===== src/rtl/vchess_eval_pkg.sv =====
// Shared evaluation constants and the move_reader state encoding.
// Board-encoding macros normally arrive from vchess.vh; the guarded defaults keep this slice standalone.
`ifndef PIECE_BITS
`define PIECE_BITS 4
`endif
`ifndef MAX_POSITIONS
`define MAX_POSITIONS 64
`endif
`ifndef BLACK_BIT
`define BLACK_BIT 3
`endif
`ifndef PIECE_EMPTY
`define PIECE_EMPTY 0
`define PIECE_PAWN 1
`define PIECE_KNIGHT 2
`define PIECE_BISHOP 3
`define PIECE_ROOK 4
`define PIECE_QUEEN 5
`define PIECE_KING 6
`endif

package vchess_eval_pkg;

    localparam int SCORE_WIDTH_DEFAULT = 16;

    localparam int PAWN_VALUE   = 100;
    localparam int KNIGHT_VALUE = 300;
    localparam int BISHOP_VALUE = 300;
    localparam int ROOK_VALUE   = 500;
    localparam int QUEEN_VALUE  = 900;

    typedef enum logic [3:0] {
        ST_IDLE,
        ST_FETCH,
        ST_WAIT,
        ST_LATCH,
        ST_SCORE,
        ST_COMPARE,
        ST_RESULT,
        ST_CLEAR,
        ST_DRAIN
    } move_reader_state_t;

    // Kings and empty squares carry no material, so they fall to the default.
    function automatic int piece_value(input int ptype);
        case (ptype)
            `PIECE_PAWN:   return PAWN_VALUE;
            `PIECE_KNIGHT: return KNIGHT_VALUE;
            `PIECE_BISHOP: return BISHOP_VALUE;
            `PIECE_ROOK:   return ROOK_VALUE;
            `PIECE_QUEEN:  return QUEEN_VALUE;
            default:       return 0;
        endcase
    endfunction

endpackage


===== src/rtl/move_reader_if.sv =====
// Position-RAM read bus between the move generator (slave) and move_reader (master).
interface move_reader_if #(
    parameter int BOARD_WIDTH = `PIECE_BITS * 64,
    parameter int INDEX_WIDTH = $clog2(`MAX_POSITIONS)
);
    logic                   moves_ready;
    logic [INDEX_WIDTH-1:0] move_count;
    logic [INDEX_WIDTH-1:0] move_index;
    logic                   clear_moves;
    logic [BOARD_WIDTH-1:0] board_in;
    logic                   white_to_move_in;
    logic [3:0]             castle_mask_in;
    logic [3:0]             en_passant_col_in;

    modport master (
        input  moves_ready, move_count, board_in, white_to_move_in,
               castle_mask_in, en_passant_col_in,
        output move_index, clear_moves
    );

    modport slave (
        output moves_ready, move_count, board_in, white_to_move_in,
               castle_mask_in, en_passant_col_in,
        input  move_index, clear_moves
    );
endinterface


===== src/rtl/move_reader_row_material.sv =====
// Combinational signed material sum of one board row: white pieces add, black pieces subtract.
module row_material
    import vchess_eval_pkg::*;
#(
    parameter int PIECE_WIDTH = `PIECE_BITS,
    parameter int SCORE_WIDTH = SCORE_WIDTH_DEFAULT
) (
    input  logic        [PIECE_WIDTH*8-1:0] row,
    output logic signed [SCORE_WIDTH-1:0]   material
);

    logic        [PIECE_WIDTH-1:0] piece;
    logic signed [SCORE_WIDTH-1:0] value;

    always_comb begin
        material = '0;
        piece    = '0;
        value    = '0;
        for (int col = 0; col < 8; col++) begin
            piece = row[col*PIECE_WIDTH +: PIECE_WIDTH];
            value = SCORE_WIDTH'(piece_value(int'(piece[PIECE_WIDTH-2:0])));
            if (piece[`BLACK_BIT])
                material = material - value;
            else
                material = material + value;
        end
    end

endmodule


===== src/rtl/move_reader.sv =====
// Scans the generator's position RAM, keeps the materially best position for the mover, then releases the generator.
// Optional scan-cycle statistics are built when MOVE_READER_STATS_EN is defined.
module move_reader
    import vchess_eval_pkg::*;
#(
    parameter int PIECE_WIDTH        = `PIECE_BITS,
    parameter int SIDE_WIDTH         = PIECE_WIDTH * 8,
    parameter int BOARD_WIDTH        = SIDE_WIDTH * 8,
    parameter int MAX_POSITIONS      = `MAX_POSITIONS,
    parameter int MAX_POSITIONS_LOG2 = $clog2(MAX_POSITIONS),
    parameter int SCORE_WIDTH        = SCORE_WIDTH_DEFAULT
) (
    input  logic                          clk,
    input  logic                          reset,
    move_reader_if.master                 gen,
    output logic                          result_valid,
    input  logic                          result_ack,
    output logic                          no_moves,
    output logic [MAX_POSITIONS_LOG2-1:0] best_index,
    output logic signed [SCORE_WIDTH-1:0] best_score,
    output logic [BOARD_WIDTH-1:0]        best_board,
    output logic                          best_white_to_move,
    output logic [3:0]                    best_castle_mask,
    output logic [3:0]                    best_en_passant_col,
    output logic [31:0]                   scan_cycles
);

    move_reader_state_t state, next_state;

    logic [MAX_POSITIONS_LOG2-1:0] idx;
    logic [MAX_POSITIONS_LOG2-1:0] count_q;
    logic [BOARD_WIDTH-1:0]        board_q;
    logic                          white_to_move_q;
    logic [3:0]                    castle_mask_q;
    logic [3:0]                    en_passant_col_q;
    logic [2:0]                    row;
    logic signed [SCORE_WIDTH-1:0] acc;
    logic signed [SCORE_WIDTH-1:0] row_sum;
    logic                          last_move;
    logic                          better;

    row_material #(
        .PIECE_WIDTH (PIECE_WIDTH),
        .SCORE_WIDTH (SCORE_WIDTH)
    ) u_row_material (
        .row      (board_q[int'(row)*SIDE_WIDTH +: SIDE_WIDTH]),
        .material (row_sum)
    );

    assign gen.move_index  = idx;
    assign gen.clear_moves = (state == ST_CLEAR);
    assign result_valid    = (state == ST_RESULT);
    assign last_move       = (idx == count_q - MAX_POSITIONS_LOG2'(1));
    // The mover is the side NOT to move in the stored position; black wants the lowest score.
    assign better = white_to_move_q ? (acc < best_score) : (acc > best_score);

    always_ff @(posedge clk) begin
        if (reset)
            state <= ST_IDLE;
        else
            state <= next_state;
    end

    always_comb begin
        next_state = state;
        case (state)
            ST_IDLE:    if (gen.moves_ready)
                            next_state = (gen.move_count == '0) ? ST_RESULT : ST_FETCH;
            ST_FETCH:   next_state = ST_WAIT;
            ST_WAIT:    next_state = ST_LATCH;
            ST_LATCH:   next_state = ST_SCORE;
            ST_SCORE:   if (row == 3'd7) next_state = ST_COMPARE;
            ST_COMPARE: next_state = last_move ? ST_RESULT : ST_FETCH;
            ST_RESULT:  if (result_ack) next_state = ST_CLEAR;
            ST_CLEAR:   next_state = ST_DRAIN;
            // Holding here until moves_ready drops stops us rescanning a stale RAM.
            ST_DRAIN:   if (!gen.moves_ready) next_state = ST_IDLE;
            default:    next_state = ST_IDLE;
        endcase
    end

    always_ff @(posedge clk) begin
        if (reset) begin
            idx                 <= '0;
            count_q             <= '0;
            board_q             <= '0;
            white_to_move_q     <= 1'b0;
            castle_mask_q       <= '0;
            en_passant_col_q    <= '0;
            row                 <= '0;
            acc                 <= '0;
            no_moves            <= 1'b0;
            best_index          <= '0;
            best_score          <= '0;
            best_board          <= '0;
            best_white_to_move  <= 1'b0;
            best_castle_mask    <= '0;
            best_en_passant_col <= '0;
        end else begin
            case (state)
                ST_IDLE: if (gen.moves_ready) begin
                    count_q  <= gen.move_count;
                    idx      <= '0;
                    no_moves <= (gen.move_count == '0);
                    if (gen.move_count == '0) begin
                        best_index          <= '0;
                        best_score          <= '0;
                        best_board          <= '0;
                        best_white_to_move  <= 1'b0;
                        best_castle_mask    <= '0;
                        best_en_passant_col <= '0;
                    end
                end
                ST_LATCH: begin
                    board_q          <= gen.board_in;
                    white_to_move_q  <= gen.white_to_move_in;
                    castle_mask_q    <= gen.castle_mask_in;
                    en_passant_col_q <= gen.en_passant_col_in;
                    row              <= '0;
                    acc              <= '0;
                end
                ST_SCORE: begin
                    acc <= acc + row_sum;
                    row <= row + 3'd1;
                end
                ST_COMPARE: begin
                    if (idx == '0 || better) begin
                        best_index          <= idx;
                        best_score          <= acc;
                        best_board          <= board_q;
                        best_white_to_move  <= white_to_move_q;
                        best_castle_mask    <= castle_mask_q;
                        best_en_passant_col <= en_passant_col_q;
                    end
                    if (!last_move)
                        idx <= idx + MAX_POSITIONS_LOG2'(1);
                end
                default: ;
            endcase
        end
    end

`ifdef MOVE_READER_STATS_EN
    logic [31:0] cycle_count;

    // Starts at 1 so the IDLE-exit cycle is included in the count.
    always_ff @(posedge clk) begin
        if (reset)
            cycle_count <= '0;
        else if (state == ST_IDLE && gen.moves_ready)
            cycle_count <= 32'd1;
        else if (state inside {ST_FETCH, ST_WAIT, ST_LATCH, ST_SCORE, ST_COMPARE})
            cycle_count <= cycle_count + 32'd1;
    end

    assign scan_cycles = cycle_count;
`else
    assign scan_cycles = '0;
`endif

endmodule

===== src/flat_wrapper.sv =====
// flat-port wrapper written by rule: the top's interface ports become plain ports
module move_reader_flat import vchess_eval_pkg::*;
#(
    parameter int PIECE_WIDTH        = `PIECE_BITS,
    parameter int SIDE_WIDTH         = PIECE_WIDTH * 8,
    parameter int BOARD_WIDTH        = SIDE_WIDTH * 8,
    parameter int MAX_POSITIONS      = `MAX_POSITIONS,
    parameter int MAX_POSITIONS_LOG2 = $clog2(MAX_POSITIONS),
    parameter int SCORE_WIDTH        = SCORE_WIDTH_DEFAULT
)
  (clk, reset, result_valid, result_ack, no_moves, best_index, best_score, best_board, best_white_to_move, best_castle_mask, best_en_passant_col, scan_cycles, gen_moves_ready, gen_move_count, gen_board_in, gen_white_to_move_in, gen_castle_mask_in, gen_en_passant_col_in, gen_move_index, gen_clear_moves);
  move_reader_if #(.BOARD_WIDTH(BOARD_WIDTH)) gen_i ();
  input  logic clk;
  input  logic reset;
  output logic result_valid;
  input  logic result_ack;
  output logic no_moves;
  output logic [MAX_POSITIONS_LOG2-1:0] best_index;
  output logic signed [SCORE_WIDTH-1:0] best_score;
  output logic [BOARD_WIDTH-1:0] best_board;
  output logic best_white_to_move;
  output logic [3:0] best_castle_mask;
  output logic [3:0] best_en_passant_col;
  output logic [31:0] scan_cycles;
  input wire logic [$bits(gen_i.moves_ready)-1:0] gen_moves_ready;
  input wire logic [$bits(gen_i.move_count)-1:0] gen_move_count;
  input wire logic [$bits(gen_i.board_in)-1:0] gen_board_in;
  input wire logic [$bits(gen_i.white_to_move_in)-1:0] gen_white_to_move_in;
  input wire logic [$bits(gen_i.castle_mask_in)-1:0] gen_castle_mask_in;
  input wire logic [$bits(gen_i.en_passant_col_in)-1:0] gen_en_passant_col_in;
  output wire logic [$bits(gen_i.move_index)-1:0] gen_move_index;
  output wire logic [$bits(gen_i.clear_moves)-1:0] gen_clear_moves;
  assign gen_i.moves_ready = gen_moves_ready;
  assign gen_i.move_count = gen_move_count;
  assign gen_i.board_in = gen_board_in;
  assign gen_i.white_to_move_in = gen_white_to_move_in;
  assign gen_i.castle_mask_in = gen_castle_mask_in;
  assign gen_i.en_passant_col_in = gen_en_passant_col_in;
  assign gen_move_index = gen_i.move_index;
  assign gen_clear_moves = gen_i.clear_moves;
  move_reader #(.PIECE_WIDTH(PIECE_WIDTH), .SIDE_WIDTH(SIDE_WIDTH), .BOARD_WIDTH(BOARD_WIDTH), .MAX_POSITIONS(MAX_POSITIONS), .MAX_POSITIONS_LOG2(MAX_POSITIONS_LOG2), .SCORE_WIDTH(SCORE_WIDTH)) u_core (.clk(clk), .reset(reset), .gen(gen_i), .result_valid(result_valid), .result_ack(result_ack), .no_moves(no_moves), .best_index(best_index), .best_score(best_score), .best_board(best_board), .best_white_to_move(best_white_to_move), .best_castle_mask(best_castle_mask), .best_en_passant_col(best_en_passant_col), .scan_cycles(scan_cycles));
endmodule

===== config.mk =====
export PLATFORM = sky130hd
export DESIGN_NAME = move_reader_flat
export DESIGN_NICKNAME = d
export VERILOG_FILES = /design/src/rtl/vchess_eval_pkg.sv /design/src/rtl/move_reader_if.sv /design/src/rtl/move_reader_row_material.sv /design/src/rtl/move_reader.sv /design/src/flat_wrapper.sv
export SDC_FILE = /design/constraint.sdc
export NUM_CORES = 1
export LEC_CHECK = 0
export CAP_MARGIN = 20
export CORE_MARGIN = 1.5
export CORE_UTILIZATION = 35
export CTS_CLUSTER_DIAMETER = 30
export CTS_CLUSTER_SIZE = 20
export DETAILED_ROUTE_END_ITERATION = 8
export PLACE_DENSITY_LB_ADDON = 0.1
export RECOVER_POWER = 25
export REMOVE_ABC_BUFFERS = 1
export SYNTH_ARGS = -nofsm -noshare
export SYNTH_HDL_FRONTEND = slang
export SYNTH_SLANG_ARGS = --single-unit
export TNS_END_PERCENT = 10

===== constraint.sdc =====
create_clock -name clk -period 11.3 [get_ports clk]
set_input_delay 2.26 -clock clk [delete_from_list [all_inputs] [get_ports clk]]
set_output_delay 2.26 -clock clk [all_outputs]
set_load 0.01 [all_outputs]

==> impl_metrics.yaml <==
yosys:
  seq_area_frac_synth_pct: 41.4
  synth_edf_count: 0
  synth_top_area_share_pct: 41.4
  syn_area_mm2: 0.0282
  syn_inst: 3103
  synth_seq_cells: 584
  synth.avg_cell_area_um2: 9.09
  synth_flop_cell: "dfxtp_1"
  synth_area_leader_cell: "dfxtp_1"
  async_flop_share_pct: 0
  synthTopCellsByArea: "dfxtp_1, o221a_2, nand2_1"
  netlist-cell-type-count: 85
  yosys_warnings: 0
grt:
  grt_pass1_wl_um: 149000
  grt_max_degree: 189
  overflow: 0
  grt_use_total_pct: 22.9
  grt_pass1_vias: 26000
  antenna_found_initial: 10
sta:
  tns_ns: 0
  rsz0062_at_grt: "false"
  whs_ns: 0.454
  fin_skew_ns: 0.0672
  setup_viol: 0
  worst_slew_pin_slew_ns: 4.49
  clock.fmax_mhz: 94.0
  final.min_clock_period_ns: 10.64
  slew_headroom_pct: -199
  setup_ws_ns: 0.663
  finalCritPeriodShare_pct: 94.1
  final_hold_viol_count: 0
  drv_slew: 376
setup_path:
  max_stage_delay_ns: 0.61
  cpMostUsedCell: "ha_1"
  required_ns: 11.92
  crit_family: "compound AO/OA/AOI/OAI gates"
  cp-start-kind: "register"
  critPathBufInv: 8
  end_kind: "register"
  worst-path-max-fanout: 8
  critical_path_class: "register to register"
  cp_slowest_cell: "or4b_2"
  cp.arrival_ns: 11.26
drt:
  ant_nets: 0
  wirelength_um: 97800
  firstDrtPassIters: 5
  routed_via_density: 5.36
  drt_first_iter_violations: 1635
  vias: 25900
  wire_per_inst_um: 20.3
  drc: 0
place:
  place_worst_setup_slack_ns: -0.0880
  dp.cells: 4547
  dpl.hpwl_um: 66200
  gp_congestion: 0.887
  place.port_buffers: 568
clock_tree:
  cts_root_buffer: "clkbuf_16"
  cts_sinks: 584
  cts_tree: "yes"
  clock_path_buffers: 3
  clk_pin_slew_worst_paths_ns: 0.04
  numCtsBuffers: 148
  cts.hold.buffers_added: 0
  clkLatencyLatePin_ns: 0.74
  cts_max_level: 4
final_layout:
  area_delta_synth_final_pct: 41.7
  final_common_cell: "nand2_1"
  drive_above_1_share_pct: 19.0
  instances_no_fill: 4827
  fin_nets: 4059
  final_cell_mix: "nand2_1, dfxtp_1, clkdlybuf4s50_1"
floorplanning:
  die_x_um: 287
  die_y_um: 287
  fp.dieArea_mm2: 0.0823
  core-area_mm2: 0.0794
  rows: 103
  ioPinCount: 603
  start_util_pct: 35.5
outcome:
  violations: "capacitance limit, slew limit"
  outcome: "finished, violations left"
job:
  cap_violations: 5
worst_hold_path:
  min_path_type: "register to register"
[metrics by stage]
step                      utilization [%]  area [µm²]
after floorplan                         -       27200
after CTS                            50.3       39900
after detailed placement             43.6       34700
after global placement               43.6       34700
final                                50.4       40000
after global routing                 50.4       40000
[synth_stat cells, drive strengths merged, types with 3 or more instances]
cell     instances
or2              6
a311o            5
or3             12
o21a            54
a31oi           15
nor2b           20
o22ai            6
a22oi           13
inv             83
mux4            56
mux2            17
clkbuf         202
nand2b          17
o21bai           3
nor2           180
xor2            14
nor3            62
nand2          648
a32oi            5
o2111ai          4
dfxtp          584
ha             129
buf             57
o221a          285
o211ai           4
o31a             3
a221oi           6
nand3           12
a21boi          21
nand3b           3
a21oi          342
nor4             7
and2             8
o21ai           79
a221o            3
nand4            6
a21o            13
mux2i           45
xnor2           46
[tightest hold or removal path: stages (launching register included)]
cell and delay [ns]:
dfxtp_1 0.30, nand2_1 0.05, a21oi_1 0.05
[routing by layer]
metal | wire length (µm) | vias to the layer above | GRT usage [%]
met5 | 41 | - | 0
met4 | 3130 | 6 | 9.70
met3 | 6520 | 199 | 6.03
met2 | 47900 | 794 | 38.4
met1 | 40200 | 12500 | 27.7
li1 | - | 12300 | -
[sequential cells by signal, summed over array words and instances, names as in the netlist]
name and cells:
u_core.acc 14, u_core.best_board 256, u_core.best_castle_mask 4, u_core.best_en_passant_col 4, u_core.best_index 6, u_core.best_score 14, u_core.best_white_to_move 1, u_core.board_q 256
u_core.castle_mask_q 4, u_core.count_q 6, u_core.en_passant_col_q 4, u_core.gen.move_index 6, u_core.no_moves 1, u_core.row 3, u_core.state 4, u_core.white_to_move_q 1
[kinds of logic (layout without fill, tap and decap cells)]
family	count (synthesis)	after routing	synth area share, %
other	1	42	0.0133
multiplexers	118	118	7.20
flip-flops	584	584	41.4
AND/OR/NAND/NOR	988	988	14.4
buffers and inverters	342	975	5.32
AO/OA/AOI/OAI	878	878	23.7
adder cells (fa/ha/maj)	130	130	5.79
XOR/XNOR	62	62	2.14
[path summary, 6_finish.rpt]
path              depth (start not counted)                     from  slack [ns]                 endpoint
setup reg to reg                         55            u_core.row[0]        0.66           u_core.acc[15]
hold / removal                            2  u_core.castle_mask_q[2]        0.45  u_core.castle_mask_q[2]
hold reg to reg                           2  u_core.castle_mask_q[2]        0.45  u_core.castle_mask_q[2]
setup / recovery                         55            u_core.row[0]        0.66           u_core.acc[15]
[layout make-up]
type                       count  area [µm²]
clock inverter                79        1180
tap                         1050        1310
timing repair buffer         627        6170
inverter                      83         312
sequential                   584       11700
multi-input combinational   2210       15200
fill                        7274       39400
antenna                        8        20.0
clock buffer                 186        4060
[timing repair]
action / in CTS / in global routing
setup endpoints to repair: 1 / 3
buffers inserted: 4 / 2
pin swaps: 0 / 3
gates resized for setup: 0 / 23
Power is not shown: default switching activity piles up to over one toggle a cycle in this logic, so the estimate is an artifact.
